$ cat config.mk
export PLATFORM = sky130hd
export DESIGN_NAME = uart_parity_engine
export DESIGN_NICKNAME = d
export VERILOG_FILES = /design/src/rtl/uart_parity_engine.sv
export SDC_FILE = /design/constraint.sdc
export NUM_CORES = 1
export LEC_CHECK = 0
export ABC_AREA = 1
export CAP_MARGIN = 0
export CORE_ASPECT_RATIO = 1.1
export CORE_MARGIN = 3
export CORE_UTILIZATION = 55
export CTS_CLUSTER_SIZE = 40
export DETAILED_ROUTE_END_ITERATION = 12
export GPL_TIMING_DRIVEN = 0
export PLACE_DENSITY = 0.89
export SETUP_SLACK_MARGIN = 0.1
export SLEW_MARGIN = 20
export SYNTH_ARGS = -nofsm -noshare
export SYNTH_HDL_FRONTEND = slang
export SYNTH_SLANG_ARGS = --single-unit
$ cat constraint.sdc
create_clock -name clk -period 4.27 [get_ports clk]
set_input_delay 0.6405 -clock clk [delete_from_list [all_inputs] [get_ports clk]]
set_output_delay 0.6405 -clock clk [all_outputs]
set_load 0.005 [all_outputs]
$ cat src/rtl/uart_parity_engine.sv
// Bit-serial UART parity engine: accumulates parity LSB-first, generates (TX) or checks (RX).
// Optional saturating parity-error counter enabled by defining UART_PARITY_ERR_CNT_EN.
module uart_parity_engine #(
  parameter int MIN_DATA_BITS = 5,
  parameter int MAX_DATA_BITS = 9,
  parameter int CFG_W         = 2
) (
  input  logic             clk,
  input  logic             rst_n,
  input  logic             start,
  input  logic             check_mode,
  input  logic [2:0]       parity_mode,
  input  logic [CFG_W-1:0] num_data,
  input  logic             bit_valid,
  input  logic             bit_in,
`ifdef UART_PARITY_ERR_CNT_EN
  input  logic             err_count_clr,
  output logic [7:0]       err_count,
`endif
  output logic             busy,
  output logic             done,
  output logic             parity_bit,
  output logic             parity_err
);

  localparam int CNT_W = $clog2(MAX_DATA_BITS + 1);

  typedef enum logic [1:0] {IDLE, ACCUM, CHECK, DONE} state_t;

  state_t           state, state_next;
  logic             acc;
  logic [CNT_W-1:0] cnt;
  logic [CNT_W-1:0] len;
  logic             check_lat;
  logic [2:0]       mode_lat;

  function automatic logic [CNT_W-1:0] clamp_len(input logic [CFG_W-1:0] nd);
    int n;
    n = MIN_DATA_BITS + int'(nd);
    if (n > MAX_DATA_BITS) n = MAX_DATA_BITS;
    return CNT_W'(n);
  endfunction

  // Modes 5-7 behave as "none".
  function automatic logic parity_active(input logic [2:0] mode);
    return (mode >= 3'd1) && (mode <= 3'd4);
  endfunction

  function automatic logic parity_value(input logic [2:0] mode, input logic a);
    case (mode)
      3'd1:    return a;
      3'd2:    return ~a;
      3'd3:    return 1'b1;
      default: return 1'b0;
    endcase
  endfunction

  logic acc_next;
  logic last_bit;
  logic to_check;

  assign acc_next = acc ^ bit_in;
  assign last_bit = (cnt == len - 1'b1);
  assign to_check = check_lat && parity_active(mode_lat);

  always_ff @(posedge clk or negedge rst_n) begin
    if (!rst_n) state <= IDLE;
    else        state <= state_next;
  end

  // start overrides everything, including a same-cycle bit_valid.
  always_comb begin
    state_next = state;
    if (start) begin
      state_next = ACCUM;
    end else begin
      case (state)
        IDLE:    state_next = IDLE;
        ACCUM:   if (bit_valid && last_bit) state_next = to_check ? CHECK : DONE;
        CHECK:   if (bit_valid) state_next = DONE;
        DONE:    state_next = IDLE;
        default: state_next = IDLE;
      endcase
    end
  end

  always_ff @(posedge clk or negedge rst_n) begin
    if (!rst_n) begin
      acc        <= 1'b0;
      cnt        <= '0;
      len        <= '0;
      check_lat  <= 1'b0;
      mode_lat   <= 3'd0;
      parity_bit <= 1'b0;
      parity_err <= 1'b0;
    end else if (start) begin
      acc        <= 1'b0;
      cnt        <= '0;
      len        <= clamp_len(num_data);
      check_lat  <= check_mode;
      mode_lat   <= parity_mode;
      parity_bit <= 1'b0;
      parity_err <= 1'b0;
    end else if (bit_valid) begin
      if (state == ACCUM) begin
        acc <= acc_next;
        cnt <= cnt + 1'b1;
        if (last_bit && !to_check) begin
          parity_bit <= parity_value(mode_lat, acc_next);
          parity_err <= 1'b0;
        end
      end else if (state == CHECK) begin
        parity_bit <= parity_value(mode_lat, acc);
        parity_err <= (bit_in != parity_value(mode_lat, acc));
      end
    end
  end

  assign busy = (state == ACCUM) || (state == CHECK);
  assign done = (state == DONE);

`ifdef UART_PARITY_ERR_CNT_EN
  always_ff @(posedge clk or negedge rst_n) begin
    if (!rst_n)                                         err_count <= 8'd0;
    else if (err_count_clr)                             err_count <= 8'd0;
    else if (done && parity_err && err_count != 8'hFF)  err_count <= err_count + 8'd1;
  end
`endif

endmodule

==> results of run 1 <==
## cells in the mapped netlist
library cell and instances:
sky130_fd_sc_hd__nor3_2 1, sky130_fd_sc_hd__nor3_1 1, sky130_fd_sc_hd__o211ai_1 1, sky130_fd_sc_hd__nand2_2 4
sky130_fd_sc_hd__o21ai_0 12, sky130_fd_sc_hd__nand2_1 45, sky130_fd_sc_hd__a21oi_1 4, sky130_fd_sc_hd__buf_6 1
sky130_fd_sc_hd__o22ai_1 1, sky130_fd_sc_hd__inv_1 23, sky130_fd_sc_hd__inv_2 1, sky130_fd_sc_hd__clkinv_2 1
sky130_fd_sc_hd__o21ai_1 1, sky130_fd_sc_hd__clkbuf_1 1, sky130_fd_sc_hd__nand3_1 10, sky130_fd_sc_hd__nor2_2 2
sky130_fd_sc_hd__dfrtp_1 17, sky130_fd_sc_hd__nor2_1 13, sky130_fd_sc_hd__ha_1 8, sky130_fd_sc_hd__nor2_4 1
## worst min-delay path by stage
stage	start	end	slack, ps	cells after the start
after floorplan	rst_n	acc	340	0
after global placement	parity_err	parity_err	460	2
after detailed placement	parity_err	parity_err	470	2
after CTS	parity_err	parity_err	500	2
after global routing	parity_bit	parity_bit	530	2
final	parity_err	parity_err	490	2
## routing by layer
metal  vias to the layer above  track usage  wire length, um
li1                        492            -                -
met4                         0       0.0673               27
met5                         -            0                0
met1                       434        0.244              909
met3                         4       0.0412              107
met2                        33        0.337             1050
## layout by cell type, fill, tap and decap left out, types with 2 or more instances in the layout
cell                              count
sky130_fd_sc_hd__nand3_1             10
sky130_fd_sc_hd__nor2_2               2
sky130_fd_sc_hd__ha_1                 8
sky130_fd_sc_hd__o21ai_0             12
sky130_fd_sc_hd__clkdlybuf4s50_1     13
sky130_fd_sc_hd__nor2_1              13
sky130_fd_sc_hd__dfrtp_1             17
sky130_fd_sc_hd__inv_1               23
sky130_fd_sc_hd__nand2_1             45
sky130_fd_sc_hd__nand2_2              4
sky130_fd_sc_hd__a21oi_1              4
sky130_fd_sc_hd__clkinv_2             2
sky130_fd_sc_hd__clkbuf_4             3
## layout make-up
type / instances / area share
Buffer: 2 / 0.0120
Sequential cell: 17 / 0.341
Clock buffer: 3 / 0.0181
Inverter: 25 / 0.0763
Timing Repair Buffer: 13 / 0.104
Multi-Input combinational cell: 104 / 0.426
Tap cell: 18 / 0.0181
Clock inverter: 1 / 0.00402
## cells by family after synthesis
kind of cell             Yosys count  share of synthesized area
AND/OR/NAND/NOR                   77                      0.311
adder cells (fa/ha/maj)            8                     0.0939
buffers and inverters             27                      0.103
AO/OA/AOI/OAI                     19                     0.0927
flip-flops                        17                      0.399
## flip-flops by register name (all words and copies together) (netlist names)
signal      count
cnt             4
mode_lat        3
check_lat       1
len             4
parity_bit      1
acc             1
state           2
parity_err      1
## critical path: stages, from the launching register on
cell and delay [ps]:
sky130_fd_sc_hd__dfrtp_1 410, sky130_fd_sc_hd__inv_1 60, sky130_fd_sc_hd__ha_1 300, sky130_fd_sc_hd__inv_1 50
sky130_fd_sc_hd__clkdlybuf4s50_1 490
## through the flow
stage          power, mW  utilization  hold WS [ps]
2_1_floorplan      0.366            -           345
3_3_place_gp       0.439        0.676           459
3_5_place_dp       0.451        0.676           472
4_1_cts            0.538        0.692           495
5_1_grt            0.583        0.692           531
6_report           0.537        0.692           494
## power breakdown
part,switching [mW],internal (mW)
logic,0.123,0.104
registers,0.0294,0.193
clock network,0.0534,0.0348
total,0.206,0.332
==> flow_summary.html, run 1 <==
<table>
<tr><th>Metric</th><th>Value</th></tr>
<tr><th colspan="2">Synthesis</th></tr>
<tr><td>Flop and latch count out of synthesis</td><td>17</td></tr>
<tr><td>Number of warnings issued by yosys</td><td>0</td></tr>
<tr><td>Share of Yosys cell area claimed by the top area cell type</td><td>0.399</td></tr>
<tr><td>Area of the mapped netlist</td><td>1070 um2</td></tr>
<tr><td>Mean post-synth cell area</td><td>a little over 7 um2</td></tr>
<tr><td>Synthesized instance count</td><td>between 100 and 150</td></tr>
<tr><td>Top cells by area, synth</td><td>sky130_fd_sc_hd__dfrtp_1 40%, sky130_fd_sc_hd__nand2_1 16%, sky130_fd_sc_hd__ha_1 9.4%, sky130_fd_sc_hd__inv_1 8.1%, sky130_fd_sc_hd__o21ai_0 5.6%</td></tr>
<tr><td>Synth unique cells</td><td>20</td></tr>
<tr><td>Share of synthesized area occupied by flip-flops and latches</td><td>0.399</td></tr>
<tr><td>Area leader, netlist</td><td>sky130_fd_sc_hd__dfrtp_1</td></tr>
<tr><td>Number of nets produced by synthesis</td><td>167</td></tr>
<tr><th colspan="2">Worst setup path</th></tr>
<tr><td>Register-to-register path setup slack</td><td>about 2700 ps</td></tr>
<tr><td>Worst Setup Start Kind</td><td>flop</td></tr>
<tr><td>Path depth of the worst reg2reg path</td><td>12</td></tr>
<tr><td>Crit path capture type</td><td>primary output</td></tr>
<tr><td>Endpoint of the most critical setup path</td><td>busy</td></tr>
<tr><td>Critical Path Fanout Max</td><td>4</td></tr>
<tr><td>Kind of critical path</td><td>flop to primary output</td></tr>
<tr><td>Critical Path AT</td><td>1610 ps</td></tr>
<tr><td>Launch point of the critical path</td><td>state[0]</td></tr>
<tr><td>Required time at the worst-slack endpoint</td><td>between 3000 and 4000 ps</td></tr>
<tr><td>Reg2reg start</td><td>len[0]</td></tr>
<tr><td>Reg-to-reg critical path endpoint</td><td>parity_bit</td></tr>
<tr><th colspan="2">Timing</th></tr>
<tr><td>Post-route worst setup slack</td><td>roughly 2000 ps</td></tr>
<tr><td>Worst slew pin tran</td><td>750 ps</td></tr>
<tr><td>Count of final max-slew check failures</td><td>0</td></tr>
<tr><td>Highest clock rate</td><td>0.444 GHz</td></tr>
<tr><td>Worst clock skew</td><td>~2.4 ps</td></tr>
<tr><td>Time the final worst path needs with I/O delays and setup</td><td>about 2300 ps</td></tr>
<tr><td>Share of the clock period used by the worst path after layout</td><td>0.527</td></tr>
<tr><td>Summed negative setup slack over all endpoints</td><td>0 ps</td></tr>
<tr><td>Unrepaired setup endpoints after global routing</td><td>no</td></tr>
<tr><td>Worst max-slew margin expressed relative to the limit</td><td>0.498</td></tr>
<tr><td>Endpoints failing hold</td><td>0</td></tr>
<tr><td>Finish-stage setup viols</td><td>0</td></tr>
<tr><th colspan="2">Cells and area</th></tr>
<tr><td>Combined area of the multi-input logic cells</td><td>between 500 and 600 um2</td></tr>
<tr><td>Post-layout instance area</td><td>approximately 1200 um2</td></tr>
<tr><td>Area used by sequential logic in the layout</td><td>between 400 and 500 um2</td></tr>
<tr><td>Number of non-filler instances in the completed layout</td><td>around 180</td></tr>
<tr><td>Fraction of layout instances using a drive strength above 1</td><td>0.0909</td></tr>
<tr><td>Synth-to-Final Area Change</td><td>16.9%</td></tr>
<tr><td>Nets</td><td>185</td></tr>
<tr><td>Number of filler instances in the final layout</td><td>164</td></tr>
<tr><td>Final antenna diode count</td><td>0</td></tr>
<tr><th colspan="2">Route</th></tr>
<tr><td>Via count normalized by instance count</td><td>about 5.3</td></tr>
<tr><td>First-pass iteration count of the detailed router</td><td>4</td></tr>
<tr><td>Average routed wire per standard cell</td><td>approximately 11 um</td></tr>
<tr><td>Drc violations</td><td>0</td></tr>
<tr><td>Remaining antenna violation count after routing</td><td>0</td></tr>
<tr><td>DR vias</td><td>963</td></tr>
<tr><td>DRC marker count from the first detailed-route iteration</td><td>21</td></tr>
<tr><td>Final Routed Wirelength</td><td>around 2100 um</td></tr>
<tr><th colspan="2">Die</th></tr>
<tr><td>Number of top-level design ports</td><td>15</td></tr>
<tr><td>Placement Rows</td><td>16</td></tr>
<tr><td>Initial standard-cell utilization of the core</td><td>0.592</td></tr>
<tr><td>Core Region</td><td>around 1800 um2</td></tr>
<tr><td>Vertical extent of the die</td><td>approximately 52 um</td></tr>
<tr><td>Horizontal die dimension</td><td>~48 um</td></tr>
<tr><td>Die ar.</td><td>approximately 2500 um2</td></tr>
<tr><th colspan="2">GRT</th></tr>
<tr><td>GRT overflow</td><td>0</td></tr>
<tr><td>Number of global-route vias before repair</td><td>863</td></tr>
<tr><td>Initial antenna violation count</td><td>0</td></tr>
<tr><td>Global-route wire length before repair</td><td>roughly 3500 um</td></tr>
<tr><td>Global routing usage summed across all routing layers</td><td>0.200</td></tr>
<tr><td>Maximum number of pins on one net before global-route repair</td><td>18</td></tr>
<tr><th colspan="2">CTS</th></tr>
<tr><td>Root buf cell</td><td>sky130_fd_sc_hd__clkbuf_4</td></tr>
<tr><td>Number of clock buffers inserted by TritonCTS</td><td>3</td></tr>
<tr><td>Post-cts resize count</td><td>0</td></tr>
<tr><td>Clock network latency to the later pin of the worst-skew pair</td><td>approximately 290 ps</td></tr>
<tr><td>Clock slew at the register clock pins of the worst setup and hold paths</td><td>approximately 100 ps</td></tr>
<tr><td>Number of buffers on the longest clock path</td><td>2</td></tr>
<tr><td>Number of levels in the clock H-tree</td><td>1</td></tr>
<tr><td>Count of hold-fix buffers inserted at cts</td><td>0</td></tr>
<tr><td># clock sinks</td><td>17</td></tr>
<tr><td>Clock tree from TritonCTS</td><td>built</td></tr>
<tr><td>Buffers inserted by post-CTS timing repair</td><td>0</td></tr>
<tr><th colspan="2">Placement</th></tr>
<tr><td>Placement Cell Area</td><td>1220 um2</td></tr>
<tr><td>DP Cell Count</td><td>approximately 180</td></tr>
<tr><td>Hpwl dp</td><td>1640 um</td></tr>
<tr><td>Worst slack at placement</td><td>2340 ps</td></tr>
<tr><td>I/O Buffers</td><td>13</td></tr>
<tr><td>RD Place Congestion</td><td>between 0.8 and 0.9</td></tr>
<tr><th colspan="2">Pwr</th></tr>
<tr><td>Leakage power figure</td><td>between 0.6 and 0.7 nW</td></tr>
<tr><td>Total power per unit cell area</td><td>approximately 430 nW/um2</td></tr>
<tr><td>Maximum VDD drop</td><td>between 0.0002 and 0.0003 V</td></tr>
<tr><th colspan="2">Run</th></tr>
<tr><td>Number of maximum-capacitance violations</td><td>0</td></tr>
<tr><th colspan="2">Worst hold path</th></tr>
<tr><td>Path category of the worst min-delay check</td><td>flop to flop</td></tr>
<tr><th colspan="2">Run status</th></tr>
<tr><td>Outcome</td><td>complete, no violations</td></tr>
</table>
Power figures use the tool's default switching activity.
==> inputs of run 2 (changes only) <==
CORE_UTILIZATION = 53   (was 55)
PLACE_DENSITY = 0.87   (was 0.89)
clock period = 2.2 ns   (was 4.27 ns; I/O delays follow)
==> run 2 against run 1 <==
Flip-flop and latch count stayed put. Largest power group unchanged. Clock-buffer cell count stayed put. Clock power is 93% higher. Sequential power is 93% higher. Critical path type unchanged. Clock skew is 6.7 ps higher. Non-clock buffer count stayed put. Worst hold slack worse by 130 ps.
==> flow_summary.html, run 2 (synthesis results as in run 1) <==
<table>
<tr><th>Metric</th><th>Value</th></tr>
<tr><th colspan="2">Run status</th></tr>
<tr><td>Outcome</td><td>complete, no violations</td></tr>
<tr><th colspan="2">Worst setup path</th></tr>
<tr><td>Cells along the critical path</td><td>inv_1 -&gt; ha_1 -&gt; inv_1 -&gt; clkdlybuf4s50_1</td></tr>
<tr><td>Worst Setup Start Kind</td><td>flop</td></tr>
<tr><td>CP top delay family</td><td>buffers and inverters</td></tr>
<tr><td>Critical Path Slowest Stage Cell</td><td>sky130_fd_sc_hd__clkdlybuf4s50_1</td></tr>
<tr><td>Kind of critical path</td><td>flop to primary output</td></tr>
<tr><td>Combined buffer and inverter count along the critical path</td><td>3</td></tr>
<tr><td>Peak per-stage delay on the critical path</td><td>490 ps</td></tr>
<tr><td>Most used cell, CP</td><td>sky130_fd_sc_hd__inv_1</td></tr>
<tr><td>Critical Path AT</td><td>approximately 1600 ps</td></tr>
<tr><td>Crit path capture type</td><td>primary output</td></tr>
<tr><td>Critical Path Fanout Max</td><td>4</td></tr>
<tr><td>Required time at the worst-slack endpoint</td><td>1870 ps</td></tr>
<tr><th colspan="2">Placement</th></tr>
<tr><td>DP Cell Count</td><td>188</td></tr>
<tr><td>Hpwl dp</td><td>between 1500 and 2000 um</td></tr>
<tr><td>I/O Buffers</td><td>13</td></tr>
<tr><td>RD Place Congestion</td><td>about 0.82</td></tr>
<tr><th colspan="2">GRT</th></tr>
<tr><td>GRT overflow</td><td>0</td></tr>
<tr><td>Number of global-route vias before repair</td><td>900</td></tr>
<tr><td>Initial antenna violation count</td><td>0</td></tr>
<tr><td>Maximum number of pins on one net before global-route repair</td><td>18</td></tr>
<tr><td>Global routing usage summed across all routing layers</td><td>0.178</td></tr>
<tr><td>Global-route wire length before repair</td><td>around 3600 um</td></tr>
<tr><th colspan="2">Timing</th></tr>
<tr><td>Unrepaired setup endpoints after global routing</td><td>no</td></tr>
<tr><td>Worst slew pin tran</td><td>between 700 and 800 ps</td></tr>
<tr><td>Time the final worst path needs with I/O delays and setup</td><td>just under 2000 ps</td></tr>
<tr><td>Summed negative setup slack over all endpoints</td><td>0 ps</td></tr>
<tr><td>Highest clock rate</td><td>between 0.5 and 0.6 GHz</td></tr>
<tr><td>Count of final max-slew check failures</td><td>0</td></tr>
<tr><td>Worst max-slew margin expressed relative to the limit</td><td>0.501</td></tr>
<tr><td>Finish-stage setup viols</td><td>0</td></tr>
<tr><td>Share of the clock period used by the worst path after layout</td><td>0.885</td></tr>
<tr><td>Worst clock skew</td><td>approximately 9.0 ps</td></tr>
<tr><td>Endpoints failing hold</td><td>0</td></tr>
<tr><th colspan="2">Cells and area</th></tr>
<tr><td>Fraction of layout instances using a drive strength above 1</td><td>0.0909</td></tr>
<tr><td>Nets</td><td>185</td></tr>
<tr><td>Number of non-filler instances in the completed layout</td><td>around 190</td></tr>
<tr><td>Final antenna diode count</td><td>0</td></tr>
<tr><td>Synth-to-Final Area Change</td><td>18.0%</td></tr>
<tr><td>Commonest cells after routing, fill and taps aside</td><td>45 x sky130_fd_sc_hd__nand2_1, 23 x sky130_fd_sc_hd__inv_1, 17 x sky130_fd_sc_hd__dfrtp_1, 13 x sky130_fd_sc_hd__nor2_1, 13 x sky130_fd_sc_hd__clkdlybuf4s50_1</td></tr>
<tr><td>Most common library cell in the layout ignoring fill and taps</td><td>sky130_fd_sc_hd__nand2_1</td></tr>
<tr><td>Leading registers by flop count</td><td>cnt: 4 flops, len: 4 flops, mode_lat: 3 flops</td></tr>
<tr><th colspan="2">Route</th></tr>
<tr><td>First-pass iteration count of the detailed router</td><td>5</td></tr>
<tr><td>Remaining antenna violation count after routing</td><td>0</td></tr>
<tr><td>Average routed wire per standard cell</td><td>~11 um</td></tr>
<tr><td>DR vias</td><td>around 930</td></tr>
<tr><td>DRC marker count from the first detailed-route iteration</td><td>13</td></tr>
<tr><td>Via count normalized by instance count</td><td>approximately 4.8</td></tr>
<tr><td>Final Routed Wirelength</td><td>~2100 um</td></tr>
<tr><td>Drc violations</td><td>0</td></tr>
<tr><th colspan="2">Die</th></tr>
<tr><td>Initial standard-cell utilization of the core</td><td>0.579</td></tr>
<tr><td>Core Region</td><td>roughly 1800 um2</td></tr>
<tr><td>Number of top-level design ports</td><td>15</td></tr>
<tr><td>Vertical extent of the die</td><td>53.0 um</td></tr>
<tr><td>Die ar.</td><td>approximately 2600 um2</td></tr>
<tr><td>Horizontal die dimension</td><td>48.8 um</td></tr>
<tr><td>Placement Rows</td><td>16</td></tr>
<tr><th colspan="2">CTS</th></tr>
<tr><td>Number of levels in the clock H-tree</td><td>1</td></tr>
<tr><td>Clock network latency to the later pin of the worst-skew pair</td><td>approximately 290 ps</td></tr>
<tr><td># clock sinks</td><td>17</td></tr>
<tr><td>Clock slew at the register clock pins of the worst setup and hold paths</td><td>about 110 ps</td></tr>
<tr><td>Count of hold-fix buffers inserted at cts</td><td>0</td></tr>
<tr><td>Number of buffers on the longest clock path</td><td>2</td></tr>
<tr><td>Buffers inserted by post-CTS timing repair</td><td>0</td></tr>
<tr><td>Number of clock buffers inserted by TritonCTS</td><td>3</td></tr>
<tr><td>Post-cts resize count</td><td>0</td></tr>
<tr><td>Root buf cell</td><td>sky130_fd_sc_hd__clkbuf_4</td></tr>
<tr><td>Clock tree from TritonCTS</td><td>built</td></tr>
<tr><th colspan="2">Run</th></tr>
<tr><td>Number of maximum-capacitance violations</td><td>0</td></tr>
<tr><th colspan="2">Pwr</th></tr>
<tr><td>Overall power of the completed layout</td><td>between 1 and 1.5 mW</td></tr>
<tr><td>Maximum VDD drop</td><td>~0.00063 V</td></tr>
<tr><td>Leakage power figure</td><td>roughly 0.66 nW</td></tr>
<tr><td>Total power per unit cell area</td><td>826 nW/um2</td></tr>
<tr><th colspan="2">Worst hold path</th></tr>
<tr><td>Path category of the worst min-delay check</td><td>input pin to flop</td></tr>
</table>
## run 2: per-layer routing
layer | share of wire | vias to the layer above | GRT usage
li1 | - | 492 | -
met1 | 0.46 | 425 | 0.199
met4 | 0.0068 | 0 | 0.0521
met2 | 0.51 | 12 | 0.355
met3 | 0.027 | 2 | 0.0197
met5 | 0 | - | 0
## run 2: cell type report
| type | count | area, um2 |
|---|---|---|
| well taps | 27 | 33.8 |
| flip-flops and latches | 17 | 425 |
| repair buffers | 13 | 130 |
| fillers | 154 | 584 |
| multi-input cells | 104 | 531 |
| clock inverters | 1 | 5.00 |
| plain buffers | 2 | 15.0 |
| clock buffers | 3 | 22.5 |
| inverters | 25 | 95.1 |
## run 2: final timing paths
kind / from / to / slack [ps] / cells past startpoint
min in group asynchronous: rst_n / state[1] / 470 / 1
max: state[0] / busy / 250 / 4
min reg2reg: parity_bit / parity_bit / 490 / 2
min: start / state[1] / 360 / 4
max reg2reg: len[0] / parity_err / 620 / 12
max in group asynchronous: rst_n / len[0] / 1260 / 1
## run 2: worst reg2reg max path, cell delays in order (launching register included)
cell and delay (ps):
sky130_fd_sc_hd__dfrtp_1 410, sky130_fd_sc_hd__inv_1 90, sky130_fd_sc_hd__ha_1 310, sky130_fd_sc_hd__inv_1 60, sky130_fd_sc_hd__nand2_1 40, sky130_fd_sc_hd__nand2_1 60
sky130_fd_sc_hd__nand2_1 50, sky130_fd_sc_hd__nor2_1 90, sky130_fd_sc_hd__nand2_1 80, sky130_fd_sc_hd__nand2_2 120, sky130_fd_sc_hd__nand2_2 80, sky130_fd_sc_hd__nand2_1 70
sky130_fd_sc_hd__nand2_1 50
## run 2: report_power, final
part	switching, mW	internal [mW]	total [mW]
Sequential	0.0561	0.375	0.431
Clock	0.103	0.0674	0.170
Combinational	0.236	0.202	0.437
## run 2: metrics by stage
| step | util | area [um2] | hold slack (ps) | setup slack [ps] |
|---|---|---|---|---|
| global placement | 0.668 | 1230 | 459 | 599 |
| CTS | 0.683 | 1260 | 364 | 254 |
| finish | 0.683 | 1260 | 363 | 253 |
| global route | 0.683 | 1260 | 422 | 165 |
| detailed placement | 0.668 | 1230 | 466 | 575 |
| floorplan | - | 1070 | 34.4 | 783 |
==> inputs of run 3 (changes only) <==
MAX_ROUTING_LAYER = met4   (was unset)
==> run 3 against run 2 <==
Non-clock buffer count is the same. Worst hold slack gained 1.0 ps. Clock-buffer cell count is the same. Flip-flop and latch count is the same. Register-to-register slack is essentially flat. Power shrank 0.21%. Maximum frequency is essentially flat.
==> flow_summary.html, run 3 (synthesis results as in run 1) <==
<table>
<tr><th>Metric</th><th>Value</th></tr>
<tr><th colspan="2">CTS</th></tr>
<tr><td>Buffers inserted by post-CTS timing repair</td><td>0</td></tr>
<tr><td>Number of buffers on the longest clock path</td><td>2</td></tr>
<tr><td>Clock network latency to the later pin of the worst-skew pair</td><td>~280 ps</td></tr>
<tr><td>Number of clock buffers inserted by TritonCTS</td><td>3</td></tr>
<tr><td># clock sinks</td><td>17</td></tr>
<tr><td>Root buf cell</td><td>sky130_fd_sc_hd__clkbuf_4</td></tr>
<tr><td>Post-cts resize count</td><td>0</td></tr>
<tr><td>Number of levels in the clock H-tree</td><td>1</td></tr>
<tr><td>Clock slew at the register clock pins of the worst setup and hold paths</td><td>approximately 110 ps</td></tr>
<tr><td>Clock tree from TritonCTS</td><td>built</td></tr>
<tr><td>Count of hold-fix buffers inserted at cts</td><td>0</td></tr>
<tr><th colspan="2">Pwr</th></tr>
<tr><td>Leakage power figure</td><td>between 0.6 and 0.7 nW</td></tr>
<tr><td>Total power per unit cell area</td><td>between 800 and 900 nW/um2</td></tr>
<tr><td>Power spent charging and discharging nets</td><td>~0.39 mW</td></tr>
<tr><td>Flop pwr share</td><td>0.417</td></tr>
<tr><td>Cell-internal power</td><td>between 0.6 and 0.7 mW</td></tr>
<tr><td>Maximum VDD drop</td><td>0.000628 V</td></tr>
<tr><td>Switching portion of total power</td><td>0.378</td></tr>
<tr><td>Relative contribution of combinational cells to total power</td><td>0.423</td></tr>
<tr><td>Power share of the clock group</td><td>0.160</td></tr>
<tr><th colspan="2">Cells and area</th></tr>
<tr><td>Final antenna diode count</td><td>0</td></tr>
<tr><td>Commonest cells after routing, fill and taps aside</td><td>45 x sky130_fd_sc_hd__nand2_1, 23 x sky130_fd_sc_hd__inv_1, 17 x sky130_fd_sc_hd__dfrtp_1, 13 x sky130_fd_sc_hd__nor2_1, 13 x sky130_fd_sc_hd__clkdlybuf4s50_1</td></tr>
<tr><td>Post-layout instance area</td><td>~1300 um2</td></tr>
<tr><td>Nets</td><td>between 150 and 200</td></tr>
<tr><td>Fraction of layout instances using a drive strength above 1</td><td>0.0909</td></tr>
<tr><td>Most common library cell in the layout ignoring fill and taps</td><td>sky130_fd_sc_hd__nand2_1</td></tr>
<tr><td>Synth-to-Final Area Change</td><td>18.0%</td></tr>
<tr><td>Leading registers by flop count</td><td>cnt: 4 flops, len: 4 flops, mode_lat: 3 flops</td></tr>
<tr><th colspan="2">Timing</th></tr>
<tr><td>Share of the clock period used by the worst path after layout</td><td>0.885</td></tr>
<tr><td>Finish-stage setup viols</td><td>0</td></tr>
<tr><td>Count of final max-slew check failures</td><td>0</td></tr>
<tr><td>Worst max-slew margin expressed relative to the limit</td><td>0.502</td></tr>
<tr><td>Endpoints failing hold</td><td>0</td></tr>
<tr><td>Highest clock rate</td><td>0.514 GHz</td></tr>
<tr><td>Worst clock skew</td><td>8.16 ps</td></tr>
<tr><td>Worst slew pin tran</td><td>745 ps</td></tr>
<tr><td>Summed negative setup slack over all endpoints</td><td>0 ps</td></tr>
<tr><td>Time the final worst path needs with I/O delays and setup</td><td>a little under 2000 ps</td></tr>
<tr><td>Unrepaired setup endpoints after global routing</td><td>no</td></tr>
<tr><th colspan="2">GRT</th></tr>
<tr><td>Initial antenna violation count</td><td>0</td></tr>
<tr><td>Maximum number of pins on one net before global-route repair</td><td>18</td></tr>
<tr><td>Global-route wire length before repair</td><td>3600 um</td></tr>
<tr><td>Number of global-route vias before repair</td><td>between 800 and 900</td></tr>
<tr><td>Global routing usage summed across all routing layers</td><td>0.183</td></tr>
<tr><td>GRT overflow</td><td>0</td></tr>
<tr><th colspan="2">Route</th></tr>
<tr><td>Remaining antenna violation count after routing</td><td>0</td></tr>
<tr><td>Drc violations</td><td>0</td></tr>
<tr><td>Final Routed Wirelength</td><td>between 2000 and 2500 um</td></tr>
<tr><td>Average routed wire per standard cell</td><td>~11 um</td></tr>
<tr><td>DR vias</td><td>roughly 900</td></tr>
<tr><td>Via count normalized by instance count</td><td>4.83</td></tr>
<tr><td>First-pass iteration count of the detailed router</td><td>4</td></tr>
<tr><td>DRC marker count from the first detailed-route iteration</td><td>17</td></tr>
<tr><th colspan="2">Worst setup path</th></tr>
<tr><td>Critical Path Fanout Max</td><td>4</td></tr>
<tr><td>Peak per-stage delay on the critical path</td><td>490 ps</td></tr>
<tr><td>CP top delay family</td><td>buffers and inverters</td></tr>
<tr><td>Combined buffer and inverter count along the critical path</td><td>3</td></tr>
<tr><td>Required time at the worst-slack endpoint</td><td>~1900 ps</td></tr>
<tr><td>Critical Path Slowest Stage Cell</td><td>sky130_fd_sc_hd__clkdlybuf4s50_1</td></tr>
<tr><td>Kind of critical path</td><td>flop to primary output</td></tr>
<tr><td>Crit path capture type</td><td>primary output</td></tr>
<tr><td>Cells along the critical path</td><td>inv_1 -&gt; ha_1 -&gt; inv_1 -&gt; clkdlybuf4s50_1</td></tr>
<tr><td>Most used cell, CP</td><td>sky130_fd_sc_hd__inv_1</td></tr>
<tr><td>Critical Path AT</td><td>between 1500 and 2000 ps</td></tr>
<tr><td>Worst Setup Start Kind</td><td>flop</td></tr>
<tr><th colspan="2">Run</th></tr>
<tr><td>Number of maximum-capacitance violations</td><td>0</td></tr>
<tr><th colspan="2">Die</th></tr>
<tr><td>Number of top-level design ports</td><td>15</td></tr>
<tr><td>Placement Rows</td><td>16</td></tr>
<tr><td>Core Region</td><td>1840 um2</td></tr>
<tr><td>Vertical extent of the die</td><td>53.0 um</td></tr>
<tr><td>Initial standard-cell utilization of the core</td><td>0.579</td></tr>
<tr><td>Horizontal die dimension</td><td>48.8 um</td></tr>
<tr><td>Die ar.</td><td>roughly 2600 um2</td></tr>
<tr><th colspan="2">Worst hold path</th></tr>
<tr><td>Path category of the worst min-delay check</td><td>input pin to flop</td></tr>
<tr><th colspan="2">Placement</th></tr>
<tr><td>I/O Buffers</td><td>13</td></tr>
<tr><td>RD Place Congestion</td><td>between 0.8 and 0.9</td></tr>
<tr><td>Hpwl dp</td><td>1640 um</td></tr>
<tr><td>Placement Cell Area</td><td>roughly 1200 um2</td></tr>
<tr><th colspan="2">Run status</th></tr>
<tr><td>Outcome</td><td>complete, no violations</td></tr>
</table>
[run 3: cell counts in the layout (fill, tap and decap cells not counted)]
Identical to the previous run, type by type.
[run 3: layout make-up]
cell class / instances / area, um2
multi-input combinational: 104 / 531
inverter: 25 / 95.1
fill: 154 / 584
clock buffer: 3 / 22.5
timing repair buffer: 13 / 130
sequential: 17 / 425
buffer: 2 / 15.0
tap: 27 / 33.8
clock inverter: 1 / 5.00
[run 3: worst paths after layout]
kind	slack (ps)	end	startpoint	depth (start not counted)
max	250	busy	state[0]	4
min in group asynchronous	470	state[1]	rst_n	1
max in group asynchronous	1250	len[0]	rst_n	1
max reg2reg	620	parity_err	len[0]	12
min reg2reg	490	parity_err	parity_err	2
min	360	state[1]	start	4
[run 3: power groups by stage]
stage / clock (mW) / combinational [mW] / sequential [mW]
final: 0.166 / 0.438 / 0.432
after global routing: 0.181 / 0.505 / 0.441
after CTS: 0.168 / 0.439 / 0.430
after detailed placement: 0 / 0.433 / 0.437
after global placement: 0 / 0.421 / 0.432
after floorplan: 0 / 0.283 / 0.427
[run 3: metrics by stage]
stage / hold WS, ps / std cells / setup slack [ps] / util / power, mW
2_1_floorplan: 34.4 / 148 / 783 / - / 0.710
3_3_place_gp: 459 / 188 / 599 / 0.668 / 0.853
3_5_place_dp: 466 / 188 / 575 / 0.668 / 0.870
4_1_cts: 364 / 192 / 254 / 0.683 / 1.04
5_1_grt: 422 / 192 / 165 / 0.683 / 1.13
6_report: 364 / 192 / 254 / 0.683 / 1.04
[run 3: tightest hold or removal path, cell delays in order]
cell and delay [ps]:
sky130_fd_sc_hd__buf_6 120, sky130_fd_sc_hd__nor2_1 40, sky130_fd_sc_hd__nand3_1 70, sky130_fd_sc_hd__nand2_1 60
[run 3: layer usage]
layer	track usage	share of wire	up-vias
met3	0.0169	0.028	2
li1	-	-	493
met2	0.360	0.52	12
met1	0.200	0.45	420
met5	-	0	-
met4	0.0427	0.0069	0
